<file path="config.mk">
export PLATFORM = sky130hd
export DESIGN_NAME = calc_alu_seq
export DESIGN_NICKNAME = d
export VERILOG_FILES = /design/src/rtl/calc_alu_seq.sv
export SDC_FILE = /design/constraint.sdc
export NUM_CORES = 1
export LEC_CHECK = 0
export CORE_ASPECT_RATIO = 2
export CORE_MARGIN = 8
export CORE_UTILIZATION = 30
export DETAILED_ROUTE_END_ITERATION = 12
export SYNTH_ARGS = -nofsm -noshare
export SYNTH_HDL_FRONTEND = slang
export SYNTH_SLANG_ARGS = --single-unit
export TNS_END_PERCENT = 1
</file>
<file path="constraint.sdc">
create_clock -name i_clk -period 5.24 [get_ports i_clk]
set_input_delay 0.524 -clock i_clk [delete_from_list [all_inputs] [get_ports i_clk]]
set_output_delay 0.524 -clock i_clk [all_outputs]
set_load 0.02 [all_outputs]
</file>
<file path="src/rtl/calc_alu_seq.sv">
// -----------------------------------------------------------------------------
// calc_alu_seq
//   Sequential signed arithmetic core for the calculator datapath.
//   Accepts a request (operands + op code) through an en/busy handshake and
//   produces a registered OW-bit signed result plus a one-cycle strobe.
//   add/sub/pass finish in one CALC cycle. mul uses a DW-step shift-add on the
//   operand magnitudes. div/mod use a DW-step restoring divider on magnitudes.
//   FIX then restores the signs.
//
//   state | meaning
//   ------+---------------------------------------------------------------
//   IDLE  | waiting for en; operands captured on the accepting edge
//   CALC  | single-cycle ops resolve here; mul/div/mod iterate DW cycles
//   FIX   | apply result sign to the magnitude result of mul/div/mod
//   DONE  | data3/err just updated, data_latch high for this one cycle
//
// Ports
//   i_clk         clock, rising edge
//   i_rst_n       asynchronous active-low reset
//   i_en          start request, sampled only in IDLE
//   i_arith[2:0]  000 add, 001 sub, 010 mul, 011 div, 100 mod, 101 pass, 11x illegal
//   i_data1       signed operand A (dividend / multiplicand)
//   i_data2       signed operand B (divisor / multiplier)
//   o_data3       signed result, held until the next DONE
//   o_data_latch  one-cycle strobe, o_data3/o_err valid
//   o_busy        high while an operation is in flight
//   o_err         divide/modulo by zero or illegal op, updated at every DONE
// -----------------------------------------------------------------------------
module calc_alu_seq #(
    parameter int DW = 27
) (
    input  logic              i_clk,
    input  logic              i_rst_n,
    input  logic              i_en,
    input  logic [2:0]        i_arith,
    input  logic [DW-1:0]     i_data1,
    input  logic [DW-1:0]     i_data2,
    output logic [2*DW-1:0]   o_data3,
    output logic              o_data_latch,
    output logic              o_busy,
    output logic              o_err
);

    localparam int OW = 2 * DW;
    localparam int CW = $clog2(DW + 1);

    localparam logic [1:0] S_IDLE = 2'd0;
    localparam logic [1:0] S_CALC = 2'd1;
    localparam logic [1:0] S_FIX  = 2'd2;
    localparam logic [1:0] S_DONE = 2'd3;

    localparam logic [2:0] OP_ADD  = 3'b000;
    localparam logic [2:0] OP_SUB  = 3'b001;
    localparam logic [2:0] OP_MUL  = 3'b010;
    localparam logic [2:0] OP_DIV  = 3'b011;
    localparam logic [2:0] OP_MOD  = 3'b100;
    localparam logic [2:0] OP_PASS = 3'b101;

    logic [1:0]    r_state;
    logic [2:0]    r_op;
    logic [DW-1:0] r_a;
    logic [DW-1:0] r_b;
    logic          r_neg;      // sign of product / quotient
    logic          r_sign_a;   // sign of remainder follows the dividend
    logic [CW-1:0] r_cnt;
    logic [OW-1:0] r_acc;
    logic [OW-1:0] r_mcand;
    logic [DW:0]   r_mplier;
    logic [DW:0]   r_div;
    logic [DW:0]   r_rem;
    logic [DW-1:0] r_quo;
    logic [OW-1:0] r_data3;
    logic          r_latch;
    logic          r_err;

    logic [OW-1:0] w_ext1;
    logic [OW-1:0] w_mag_a;
    logic [DW:0]   w_ext2;
    logic [DW:0]   w_mag_b;
    logic [OW-1:0] w_a_ext;
    logic [OW-1:0] w_b_ext;
    logic          w_b_zero;
    logic          w_iter;
    logic [DW:0]   w_rem_sh;
    logic          w_ge;
    logic [DW:0]   w_rem_nx;
    logic [OW-1:0] w_quo_ext;
    logic [OW-1:0] w_rem_ext;
    logic [OW-1:0] w_single;
    logic          w_single_err;
    logic [OW-1:0] w_fix;

    // Magnitudes are formed wider than DW so |-2^(DW-1)| does not wrap.
    assign w_ext1  = {{(OW-DW){i_data1[DW-1]}}, i_data1};
    assign w_mag_a = i_data1[DW-1] ? -w_ext1 : w_ext1;
    assign w_ext2  = {i_data2[DW-1], i_data2};
    assign w_mag_b = i_data2[DW-1] ? -w_ext2 : w_ext2;

    assign w_a_ext  = {{(OW-DW){r_a[DW-1]}}, r_a};
    assign w_b_ext  = {{(OW-DW){r_b[DW-1]}}, r_b};
    assign w_b_zero = (r_b == '0);
    assign w_iter   = (r_op == OP_MUL) ||
                      (((r_op == OP_DIV) || (r_op == OP_MOD)) && !w_b_zero);

    // One restoring-division step: shift in the next dividend bit, subtract
    // the divisor when it fits.
    assign w_rem_sh = {r_rem[DW-1:0], r_quo[DW-1]};
    assign w_ge     = (w_rem_sh >= r_div);
    assign w_rem_nx = w_ge ? (w_rem_sh - r_div) : w_rem_sh;

    assign w_quo_ext = {{(OW-DW){1'b0}}, r_quo};
    assign w_rem_ext = {{(OW-DW-1){1'b0}}, r_rem};

    always_comb begin
        w_single     = '0;
        w_single_err = 1'b0;
        case (r_op)
            OP_ADD:  w_single = w_a_ext + w_b_ext;
            OP_SUB:  w_single = w_a_ext - w_b_ext;
            OP_PASS: w_single = w_a_ext;
            OP_DIV,
            OP_MOD:  w_single_err = 1'b1;   // only reached with a zero divisor
            default: w_single_err = 1'b1;
        endcase
    end

    always_comb begin
        w_fix = '0;
        case (r_op)
            OP_MUL:  w_fix = r_neg    ? -r_acc     : r_acc;
            OP_DIV:  w_fix = r_neg    ? -w_quo_ext : w_quo_ext;
            default: w_fix = r_sign_a ? -w_rem_ext : w_rem_ext;
        endcase
    end

    always_ff @(posedge i_clk or negedge i_rst_n) begin
        if (!i_rst_n) begin
            r_state  <= S_IDLE;
            r_op     <= '0;
            r_a      <= '0;
            r_b      <= '0;
            r_neg    <= 1'b0;
            r_sign_a <= 1'b0;
            r_cnt    <= '0;
            r_acc    <= '0;
            r_mcand  <= '0;
            r_mplier <= '0;
            r_div    <= '0;
            r_rem    <= '0;
            r_quo    <= '0;
            r_data3  <= '0;
            r_latch  <= 1'b0;
            r_err    <= 1'b0;
        end else begin
            r_latch <= 1'b0;
            case (r_state)
                S_IDLE: begin
                    if (i_en) begin
                        r_op     <= i_arith;
                        r_a      <= i_data1;
                        r_b      <= i_data2;
                        r_neg    <= i_data1[DW-1] ^ i_data2[DW-1];
                        r_sign_a <= i_data1[DW-1];
                        r_cnt    <= CW'(DW - 1);
                        r_acc    <= '0;
                        r_mcand  <= w_mag_a;
                        r_mplier <= w_mag_b;
                        r_div    <= w_mag_b;
                        r_rem    <= '0;
                        r_quo    <= w_mag_a[DW-1:0];
                        r_state  <= S_CALC;
                    end
                end
                S_CALC: begin
                    if (!w_iter) begin
                        r_data3 <= w_single;
                        r_err   <= w_single_err;
                        r_latch <= 1'b1;
                        r_state <= S_DONE;
                    end else begin
                        if (r_op == OP_MUL) begin
                            if (r_mplier[0]) begin
                                r_acc <= r_acc + r_mcand;
                            end
                            r_mcand  <= r_mcand << 1;
                            r_mplier <= r_mplier >> 1;
                        end else begin
                            r_rem <= w_rem_nx;
                            r_quo <= {r_quo[DW-2:0], w_ge};
                        end
                        r_cnt <= r_cnt - 1'b1;
                        if (r_cnt == '0) begin
                            r_state <= S_FIX;
                        end
                    end
                end
                S_FIX: begin
                    r_data3 <= w_fix;
                    r_err   <= 1'b0;
                    r_latch <= 1'b1;
                    r_state <= S_DONE;
                end
                default: begin
                    r_state <= S_IDLE;
                end
            endcase
        end
    end

    assign o_data3      = r_data3;
    assign o_data_latch = r_latch;
    assign o_err        = r_err;
    assign o_busy       = (r_state != S_IDLE);

endmodule

</file>
# ---- Yosys cells after proc, flatten, opt, wreduce, memory -nomap -nowiden
# Cells that the tools add are included.
dict set report totals {
  inputBits 60
  output_inout_bits 57
  register_bits 341
}
dict set report classes {
  n_lt_le_gt_ge 1
  add_sub_neg 10
  n_reduce_logical 19
  muxes 43
  bitwise_logic 1
  n_eq_ne 14
}
# op count
set ops {}
lappend ops {{54-bit 2-to-1 mux} 12}
lappend ops {{54-bit one-hot mux with 2 select lines} 4}
lappend ops {{28-bit 2-to-1 mux} 8}
lappend ops {{54-bit one-hot mux with 3 select lines} 1}
lappend ops {{28-bit one-hot mux with 2 select lines} 2}
lappend ops {{54-bit negator} 2}
lappend ops {{27-bit 2-to-1 mux} 3}
lappend ops {{54-bit adder} 1}
lappend ops {{27-bit negator with 54-bit output} 1}
lappend ops {{28-bit negator with 54-bit output} 1}
lappend ops {{27-bit one-hot mux with 2 select lines} 1}
lappend ops {{27-bit by 27-bit adder with 28-bit output} 1}
lappend ops {{28-bit >= comparator} 1}
lappend ops {{28-bit negator} 1}
lappend ops {{27-bit by 27-bit subtractor with 28-bit output} 1}
lappend ops {{28-bit subtractor} 1}
lappend ops {{27-bit logical NOT} 1}
lappend ops {{2-bit != test, second input constant} 6}
lappend ops {{5-bit 2-to-1 mux} 2}
lappend ops {{5-bit one-hot mux with 2 select lines} 1}
lappend ops {{4-bit AND reduction} 2}
lappend ops {{3-bit by 2-bit == test with 1-bit output, second input constant} 2}
lappend ops {{3-bit == test, second input constant} 2}
lappend ops {{2-bit 2-to-1 mux} 3}
lappend ops {{20 further kinds} 28}

# ---- Longest topological paths before layout
dict set report depth {
  ltp_word 6
  ltp_mapped 19
}

# ---- Worst setup path before layout
# Ideal clock, no wire load.
dict set report synth_path {
  kind {reg2reg}
  from {register r_b[3]}
  to {register r_data3[29], in the netlist o_data3[29]}
  path_slack_ns 1.149
  path_stages_with_launch 18
  path_buffers 2
  arrival_ns 3.965
  setup_ns 0.126
  cell_sequence {dfrtp_1 > or4_1 > nor4_1 > nand2_1 > o21ai_0 > xor2_1 > ha_1 > clkbuf_1 > a21o_1 > a21o_1 > a21oi_1 > nor2_1 > a211oi_1 > a21oi_1 > a211oi_1 > nor2_1 > clkbuf_1 > a221o_1}
}
dict set report synth_between {
  elab_chain_cells 6
}
# element line_no
set synth_lines {}
lappend synth_lines {{start, declared} 62} ;# logic [DW-1:0] r_b;
lappend synth_lines {{start signal, assigned} 161} ;# r_b <= i_data2;
lappend synth_lines {{branches (longest 6 deep; another with 27-bit by 27-bit subtractor with 28-bit output)} -}
lappend synth_lines {{end signal, assigned} 176} ;# r_data3 <= w_single;
lappend synth_lines {{end signal, assigned} 198} ;# r_data3 <= w_fix;
lappend synth_lines {{end, declared} 72} ;# logic [OW-1:0] r_data3;
# Parallel ways; which one is timed is not known. The select of a mux whose other input is x is not followed.
# A chain may end at the register's enable or synchronous reset.

# ---- Worst setup path in the final report
dict set report layout_path {
  from {register r_b[17]}
  to {register r_data3[36], in the netlist o_data3[36]}
}
# The elaborated chain is that of the path after synthesis.

==> flow_summary.yaml <==
yosys:
  syn_area_per_cell_um2: 8.521
  async_flop_share_pct: 100.0
  synth_seq_cells: 339
  synth_top_area_share_pct: 34.86
  synth_edf_count: 0
  syn_inst: 2856
  yosysMostFrequentCell: "nand2_1"
  yosysSeqAreaShare_pct: 34.86
  synth_cell_types: 81
  yosys_warnings: 0
  yosys_most_used_dff: "dfrtp_1"
  ys_top_cells_by_count: "358 x nand2_1, 339 x dfrtp_1, 297 x o21ai_0"
  synth_area_leaders: "dfrtp_1 35%, ha_1 6.2%, o21ai_0 6.1%"
  synth_fp_nets: 3039
  netlist_area_mm2: 0.02433
  yosysTopAreaCell: "dfrtp_1"
route:
  wl_met3_um: 6420
  wl_met1_um: 38800
  viasPerCell: 5.648
  top_layer_used: "met4"
  num_vias: 22360
  totalWireLength_um: 84480
  ant_nets: 0
  dr_wl_met2_um: 37370
  drc: 0
  routedWlPerCell_um: 21.34
  drt_first_pass_iters: 6
  drt_iter0_drc: 2173
setup_path:
  cp_data_required_time_ps: 5710
  arrival_ps: 5250
  rr_endpoint: "o_data3[36]"
  reg2regPathDepth: 15
  cp-end-kind: "flip-flop"
  reg2reg_from: "r_b[17]"
  rrSetupSlack_ps: 460
  cp-start-kind: "flip-flop"
  worst-setup-path-type: "reg -> reg"
  crit_fanout: 20
power_and_ir_drop:
  p_leak_nw: 12.00
  intPower_mw: 9.410
  p_switching_mw: 9.157
  clkPwrFrac_pct: 15.3
  finalPower_mw: 18.57
  seq_power_share_pct: 23.9
  swShare_pct: 49.32
  combPwrFrac_pct: 60.8
  powerDensity_mw_per_mm2: 666.9
  ir_worst_vdd_mv: 0.2955
timing:
  setup_violations: 0
  maxSlewViolCount: 0
  hold_slack_ps: 474.8
  fin_tns_setup_ps: 0
  finClkSkew_ps: 28.08
  final-hold-violation-count: 0
  finalCriticalPeriod_ps: 4782
  tightest_slew_ps: 1081
  max_freq_mhz: 209.1
  rsz0062_at_grt: "no"
  fin_crit_sh_pct: 91.27
  max_slew_margin_pct: 26.04
hold_path:
  min_from: "o_data3[10]"
  hold_depth: 1
  hold_class: "reg -> reg"
  min_to: "o_data3[10]"
clock_network:
  cts_buffer_depth: 3
  htree_levels: 2
  clock_sinks: 339
  clock_latency_ps: 590
  clkTransAtPathRegs_ps: 60
  cts_setup_buffers: 0
  numCtsBuffers: 39
  cts_tree: "yes"
  cts-root-buf: "clkbuf_16"
cells_and_area:
  drive_above_1_share_pct: 6.777
  synthToLayoutAreaGrowth_pct: 14.41
  fin_nets: 3063
  nFillCells: 8338
die:
  die_w_um: 217.4
  io_pins: 117
  start_util_pct: 30.07
  die-area_mm2: 0.09104
  fp-row-count: 148
  core_mm2: 0.08092
  die_h_um: 418.8
outcome:
  status: "finished, final reports clean"
placed_design:
  portBuffers: 116
  dp_hpwl_um: 64210
  gp_congestion: 0.9311
global_route:
  grt_pass1_vias: 21370
  grt_max_degree: 143
  grt_usage_pct: 18.05
  grt_pass1_wl_um: 130100
  overflow: 0
  antenna_found_initial: 7
flow_run:
  max_cap_viol_count: 0
## cell families (layout without fill, tap and decap cells)
family          after synthesis  in the layout  share of synthesized area, %
flops                       339            339                         34.86
fa+ha+maj                   123            123                         6.417
xor+xnor                    265            265                         9.538
simple gates                838            838                         16.12
other cells                   0              2                             0
compound gates              961            961                         25.67
mux                          74             74                         3.373
buf+inv                     256            307                         4.021
## stage by stage
stage / utilization [%] / std cells / instance area [µm²] / setup slack (ps)
global route: 34.40 / 3957 / 27840 / 130.1
detailed placement: 32.81 / 3888 / 26550 / 398.5
floorplan: - / 2856 / 24330 / 1149
finish: 34.41 / 3959 / 27840 / 457.7
global placement: 32.81 / 3888 / 26550 / 357.1
CTS: 34.39 / 3957 / 27830 / 356.6
## worst max-delay path, cell delays in order, from the launching register on
cell	delay [ps]
dfrtp_1	420
or4_1	630
nor4bb_1	760
nand2b_1	160
o21ai_0	230
xor2_1	260
ha_1	320
a21oi_1	290
o21bai_1	120
a21o_1	200
mux2i_1	130
o31ai_1	80
a211oi_1	440
nor2_1	80
buf_4	240
a221o_1	280
## metal layers
layer | up-vias | global-route usage [%]
li1 | 10530 | -
met1 | 10920 | 25.59
met2 | 814 | 27.93
met3 | 97 | 3.278
met4 | 0 | 4.621
met5 | - | 0
## power by group through the flow
stage               combinational, mW  sequential (mW)  clock, mW
floorplan                        7.81             4.30          0
global placement                 11.1             4.43          0
detailed placement               11.2             4.45          0
CTS                              11.2             4.42       2.90
global route                     12.4             4.55       3.00
finish                           11.3             4.44       2.83
## area by class of cell
type	instances	area (µm²)	area share [%]
flip-flops and latches	339	8486	30.48
repair buffers	152	1476	5.303
multi-input cells	2261	14960	53.73
diodes	2	5.005	0.01798
clock inverters	21	236.5	0.8494
inverters	87	326.6	1.173
well taps	1050	1314	4.719
clock buffers	47	1037	3.725
## repair_timing
item,CTS,global route
resized for setup,0,2
endpoints found under the setup margin,0,21
endpoints found under the hold margin,60,0
hold buffers,1,0
## layout by cell type, fill, tap and decap left out, drive strengths merged, types with 47 or more instances in the layout
cell type      count
nand2            358
dfrtp            339
o21ai            303
a21oi            205
nor2             167
xor2             157
ha               120
clkdlybuf4s50    115
xnor2            108
inv               88
nand3             60
o31ai             58
a21o              57
mux2              54
nor3              48
clkbuf            47
## registers in the layout (all words and copies together) (netlist names)
| signal | count |
|---|---|
| o_data_latch | 1 |
| o_data3 | 54 |
| r_cnt | 5 |
| r_op | 3 |
| r_mplier | 28 |
| r_div | 27 |
| r_rem | 28 |
| r_neg | 1 |
| r_a | 27 |
| o_err | 1 |
| r_quo | 27 |
| r_state | 2 |
| r_b | 27 |
| r_mcand | 54 |
| r_acc | 54 |
## worst max-delay path by stage
stage	start	to	slack (ps)	depth (start not counted)
after CTS	r_b[2]	o_data3[47]	360	15
after floorplan	r_b[3]	o_data3[29]	1150	17
after global routing	r_b[2]	o_data3[20]	130	14
after detailed placement	r_b[2]	o_data3[47]	400	15
after global placement	r_b[3]	o_data3[46]	360	15
final	r_b[17]	o_data3[36]	460	15
No activity file was read; power rests on OpenSTA's default activity.
==> patch 1 (config.mk and constraints unchanged) <==
Set the parameter `DW` to 23 (it was 27).
--- a/src/rtl/calc_alu_seq.sv
+++ b/src/rtl/calc_alu_seq.sv
@@ -27,7 +27,7 @@
 //   o_err         divide/modulo by zero or illegal op, updated at every DONE
 // -----------------------------------------------------------------------------
 module calc_alu_seq #(
-    parameter int DW = 27
+    parameter int DW = 23
 ) (
     input  logic              i_clk,
     input  logic              i_rst_n,
Interface: changed (resized i_data1, i_data2 and o_data3); port bits go from 117 to 101. The function was not compared with the original's and may differ.
==> patch 1 against the unedited design <==
Sequential cell count shrank 48; die area is 15% lower; cell area is 16% lower; combinational power grew 4%; area after synthesis decreased by 16%; power down 3.6%; setup slack better by 0.092 ns; wire length fell by 11%; largest cell class unchanged.
==> patch 1: results (changes against the unedited design) <==
| Metric | Value |
|---|---|
| Status | `finished, final reports clean (unchanged)` |
| Layout Skew | `0.0154 ns (was 0.0281 ns)` |
| DR vias | `18,229 (was 22,361)` |
| Worst r2r src | `r_b[3]$_DFFE_PN0P_ (was r_b[17]$_DFFE_PN0P_)` |
| Htree depth | `1 (was 2)` |
| Sequential area share after synthesis | `35.7% (was 34.9%)` |
| Leakage | `10.2 nW (was 12.0 nW)` |
| Global-route wire length before repair | `114,000 um (was 130,000 um)` |
| Initial antenna violation count | `2 (was 7)` |
| Synth cell count leaders | `dfrtp_1, o21ai_0, nand2_1 (was nand2_1, dfrtp_1, o21ai_0)` |
| Reg2reg path depth | `18 (was 15)` |
| Gr usage total | `19.1% (was 18.0%)` |
| Least-Margin Pin Slew | `1.28 ns (was 1.08 ns)` |
| Routed length on met3 | `2250 um (was 6420 um)` |
| Final net count | `2,564 (was 3,063)` |
| Clock power share | `12.5% (was 15.3%)` |
| Register share of total power | `22.3% (was 23.9%)` |
| Max VDD drop | `343 uV (was 296 uV)` |
| Worst setup endpoint | `o_data3[42]$_DFFE_PN0P_ (was o_data3[36]$_DFFE_PN0P_)` |
| Crit Path Max Fanout | `19 (was 20)` |
| Number of buffers created by CTS | `29 (was 39)` |
| Post-Route WL | `74,800 um (was 84,500 um)` |
| Layout cells sized above 1 | `7.21% (was 6.78%)` |
| Post-route met1 wirelength | `25,400 um (was 38,800 um)` |
| DRT Pass-1 Iters | `5 (was 6)` |
| Hold worst-path end | `r_div[15]$_DFFE_PN0P_ (was o_data3[10]$_DFFE_PN0P_)` |
patch 1: cell count changes after synthesis, moves of 19 or more:
| cell | change |
|---|---|
| nand3_1 | -29 |
| a21oi_1 | -19 |
| clkbuf_1 | -41 |
| o311ai_0 | -20 |
| dfrtp_1 | -48 |
| nor2_1 | -19 |
| xor2_1 | -32 |
| nand2_1 | -98 |
patch 1: per-layer routing:
metal / vias up / track usage (%)
li1: 8671 / -
met2: 441 / 36.2
met1: 8895 / 17.8
met5: - / 0
met4: 0 / 17.0
met3: 222 / 2.29
patch 1: layout make-up:
cell class,count,area [um2]
fill,7117,44200
multi-input combinational,1869,12400
sequential,291,7280
timing repair buffer,140,1320
tap,890,1110
clock buffer,40,837
inverter,74,278
clock inverter,14,138
antenna,1,2.50
patch 1: critical path, stage by stage, from the launching register on:
cell	delay [ns]
dfrtp_1	0.44
or4_1	0.57
or2_2	0.35
nor3_1	0.48
nor2_1	0.11
xnor2_1	0.25
ha_1	0.33
a21oi_1	0.39
o21bai_1	0.10
a21oi_1	0.14
o21ai_0	0.08
a31oi_1	0.23
nand2_1	0.07
o21ai_0	0.19
xnor2_1	0.10
o21ai_1	0.18
buf_4	0.26
nand2_1	0.16
a21oi_1	0.17
patch 1: through the flow:
stage	hold WS, ns	cell area (um2)	worst slack (ns)	power (mW)	cells
6_report	0.482	23400	0.550	17.9	3319
5_1_grt	0.510	23400	0.0782	19.2	3319
4_1_cts	0.485	23400	0.563	17.9	3318
3_5_place_dp	0.471	22400	0.613	15.6	3263
3_3_place_gp	0.465	22400	0.679	15.5	3263
2_1_floorplan	0.228	20400	1.14	11.7	2367
patch 1: logic make-up after synthesis:
group,synth area share [%]
xor+xnor,9.83
buf+inv,3.82
mux,3.83
simple gates,14.8
fa+ha+maj,6.67
compound gates,25.3
flops,35.7
==> patch 2 (same flow settings) <==
Without the edit above. Make the reset (`i_rst_n`) synchronous in one clocked block. Comments in the files are not updated.
--- a/src/rtl/calc_alu_seq.sv
+++ b/src/rtl/calc_alu_seq.sv
@@ -133,7 +133,7 @@
         endcase
     end
 
-    always_ff @(posedge i_clk or negedge i_rst_n) begin
+    always_ff @(posedge i_clk) begin
         if (!i_rst_n) begin
             r_state  <= S_IDLE;
             r_op     <= '0;
Check against the original RTL: differs if i_rst_n is asserted again (counterexample within 4 cycles, from zero or initial values and one cycle with i_rst_n low); with i_rst_n held inactive, the same outputs for 4 cycles.
==> patch 2 against the unedited design <==
Wire length increased by 16%; highest routed layer is now met5; critical path type unchanged; power decreased by 19%; cell area decreased by 1.9%; count of clock-buffer cells in the layout decreased by 7; die area decreased by 1.3%; combinational power decreased by 26%; critical path depth increased by 1; cell count increased by 5.9%; setup slack improved by 0.20 ns; clock power decreased by 6%; worst hold slack got worse by 0.021 ns; sequential cell count unchanged; area after synthesis decreased by 1.4%.
==> patch 2: results (changes against the unedited design) <==
| Metric | Value |
|---|---|
| Number of global-route vias before repair | `23,582 (was 21,371)` |
| Layout Skew | `0.0322 ns (was 0.0281 ns)` |
| Met1 Use GR | `18.8% (was 25.6%)` |
| Crit Path Max Fanout | `14 (was 20)` |
| Crit-path leading delay family | `simple AND/OR/NAND/NOR gates (was compound AO/OA/AOI/OAI gates)` |
| Worst path arrival time | `5.03 ns (was 5.25 ns)` |
| Area contributors post-synth | `dfxtp_1, nand2_1, ha_1, xor2_1, a21boi_0 (was dfrtp_1, ha_1, o21ai_0, xor2_1, nand2_1)` |
| Worst r2r src | `r_b[2]$_SDFFE_PN0P_ (was r_b[17]$_DFFE_PN0P_)` |
| Number of buffers created by CTS | `35 (was 39)` |
| Number of DRC markers in iteration 0 | `1,633 (was 2,173)` |
| Synth cell count leaders | `nand2_1, dfxtp_1, o21ai_0 (was nand2_1, dfrtp_1, o21ai_0)` |
| Post-synth ARST share | `0% (was 100%)` |
| Hold path start | `r_mplier[22]$_SDFFE_PN0P_ (was o_data3[10]$_DFFE_PN0P_)` |
| Max VDD drop | `258 uV (was 296 uV)` |
| Vias per std cell | `5.61 (was 5.65)` |
| Hold Path Depth | `2 (was 1)` |
| Met2 global-route usage | `38.8% (was 27.9%)` |
| Largest net degree at the start of global routing | `88 (was 143)` |
| Crit-path slowest cell | `nor3_1 (was nor4bb_1)` |
| Drt wl/cell | `23.4 um (was 21.3 um)` |
| DRT Pass-1 Iters | `5 (was 6)` |
| Max stage delay on crit path | `0.58 ns (was 0.76 ns)` |
| Post-Place Cell Area | `0.0262 mm2 (was 0.0265 mm2)` |
| Clk_lat worst skew | `0.57 ns (was 0.59 ns)` |
| Met3 Track Usage GR | `2.89% (was 3.28%)` |
| Gr usage total | `21.0% (was 18.0%)` |
| Sequential area share after synthesis | `28.3% (was 34.9%)` |
| Reg2reg path depth | `16 (was 15)` |
| Global-route wire length before repair | `145,000 um (was 130,000 um)` |
| Leakage | `10.8 nW (was 12.0 nW)` |
| DR WL met2 | `50,100 um (was 37,400 um)` |
| Routed length on met3 | `4190 um (was 6420 um)` |
| Status | `finished, final reports clean (unchanged)` |
| Synth unique cells | `91 (was 81)` |
| DP HPWL | `76,700 um (was 64,200 um)` |
| Top sig layer | `met5 (was met4)` |
| Die Footprint | `0.0898 mm2 (was 0.0910 mm2)` |
| Rel. slew slack | `23.4% (was 26.0%)` |
| Layout cells sized above 1 | `6.12% (was 6.78%)` |
| Final net count | `3,311 (was 3,063)` |
| Main flop type after synthesis | `dfxtp_1 (was dfrtp_1)` |
| Initial antenna violation count | `5 (was 7)` |
## patch 2: cell types whose count changed after synthesis, sizes merged, moves of 41 or more
cell / unedited run / this run
nor2b: 12 / 80
dfrtp: 339 / 0
mux2: 54 / 1
o21ai: 303 / 218
dfxtp: 0 / 339
nor3: 48 / 89
nand2: 358 / 439
a21boi: 1 / 152
## patch 2: layout make-up
cell class                      instances  area (um2)
Tap cell                             1036        1300
Fill cell                            8487       52000
Sequential cell                       339        6790
Clock inverter                         23         215
Multi-Input combinational cell       2499       16200
Timing Repair Buffer                  172        1580
Antenna cell                            3        7.51
Inverter                               81         305
Clock buffer                           40         946
## patch 2: metrics by stage
step	power (mW)	hold WS, ns	setup WS [ns]	utilization (%)	cells
6_report	15.1	0.454	0.656	34.5	4193
5_1_grt	15.9	0.491	0.302	34.5	4192
4_1_cts	15.0	0.454	0.647	34.5	4190
3_5_place_dp	12.4	0.444	0.668	33.0	4127
3_3_place_gp	12.3	0.439	0.592	33.0	4127
2_1_floorplan	9.30	0.431	1.33	-	3114
## patch 2: logic make-up after synthesis
logic type | share of synthesized area, %
buffers and inverters | 4.54
DFF | 28.3
and+or+nand+nor | 21.4
muxes | 1.40
AOI/OAI and AO/OA | 29.0
adders and majority gates | 6.51
xor gates and xnor gates | 8.87
## patch 2: power breakdown
part           switching, mW  internal, mW  leakage [nW]  total (mW)
Clock                   1.23          1.42         0.552        2.65
Combinational           5.47          2.89          7.51        8.36
Sequential             0.784          3.27          2.77        4.06
## patch 2: final timing paths
path / slack, ns / end
worst max-delay path: 0.66 / o_data3[51]$_SDFFE_PN0P_
worst min-delay path: 0.45 / r_mplier[22]$_SDFFE_PN0P_
worst max register to register: 0.66 / o_data3[51]$_SDFFE_PN0P_
worst min register to register: 0.45 / r_mplier[22]$_SDFFE_PN0P_
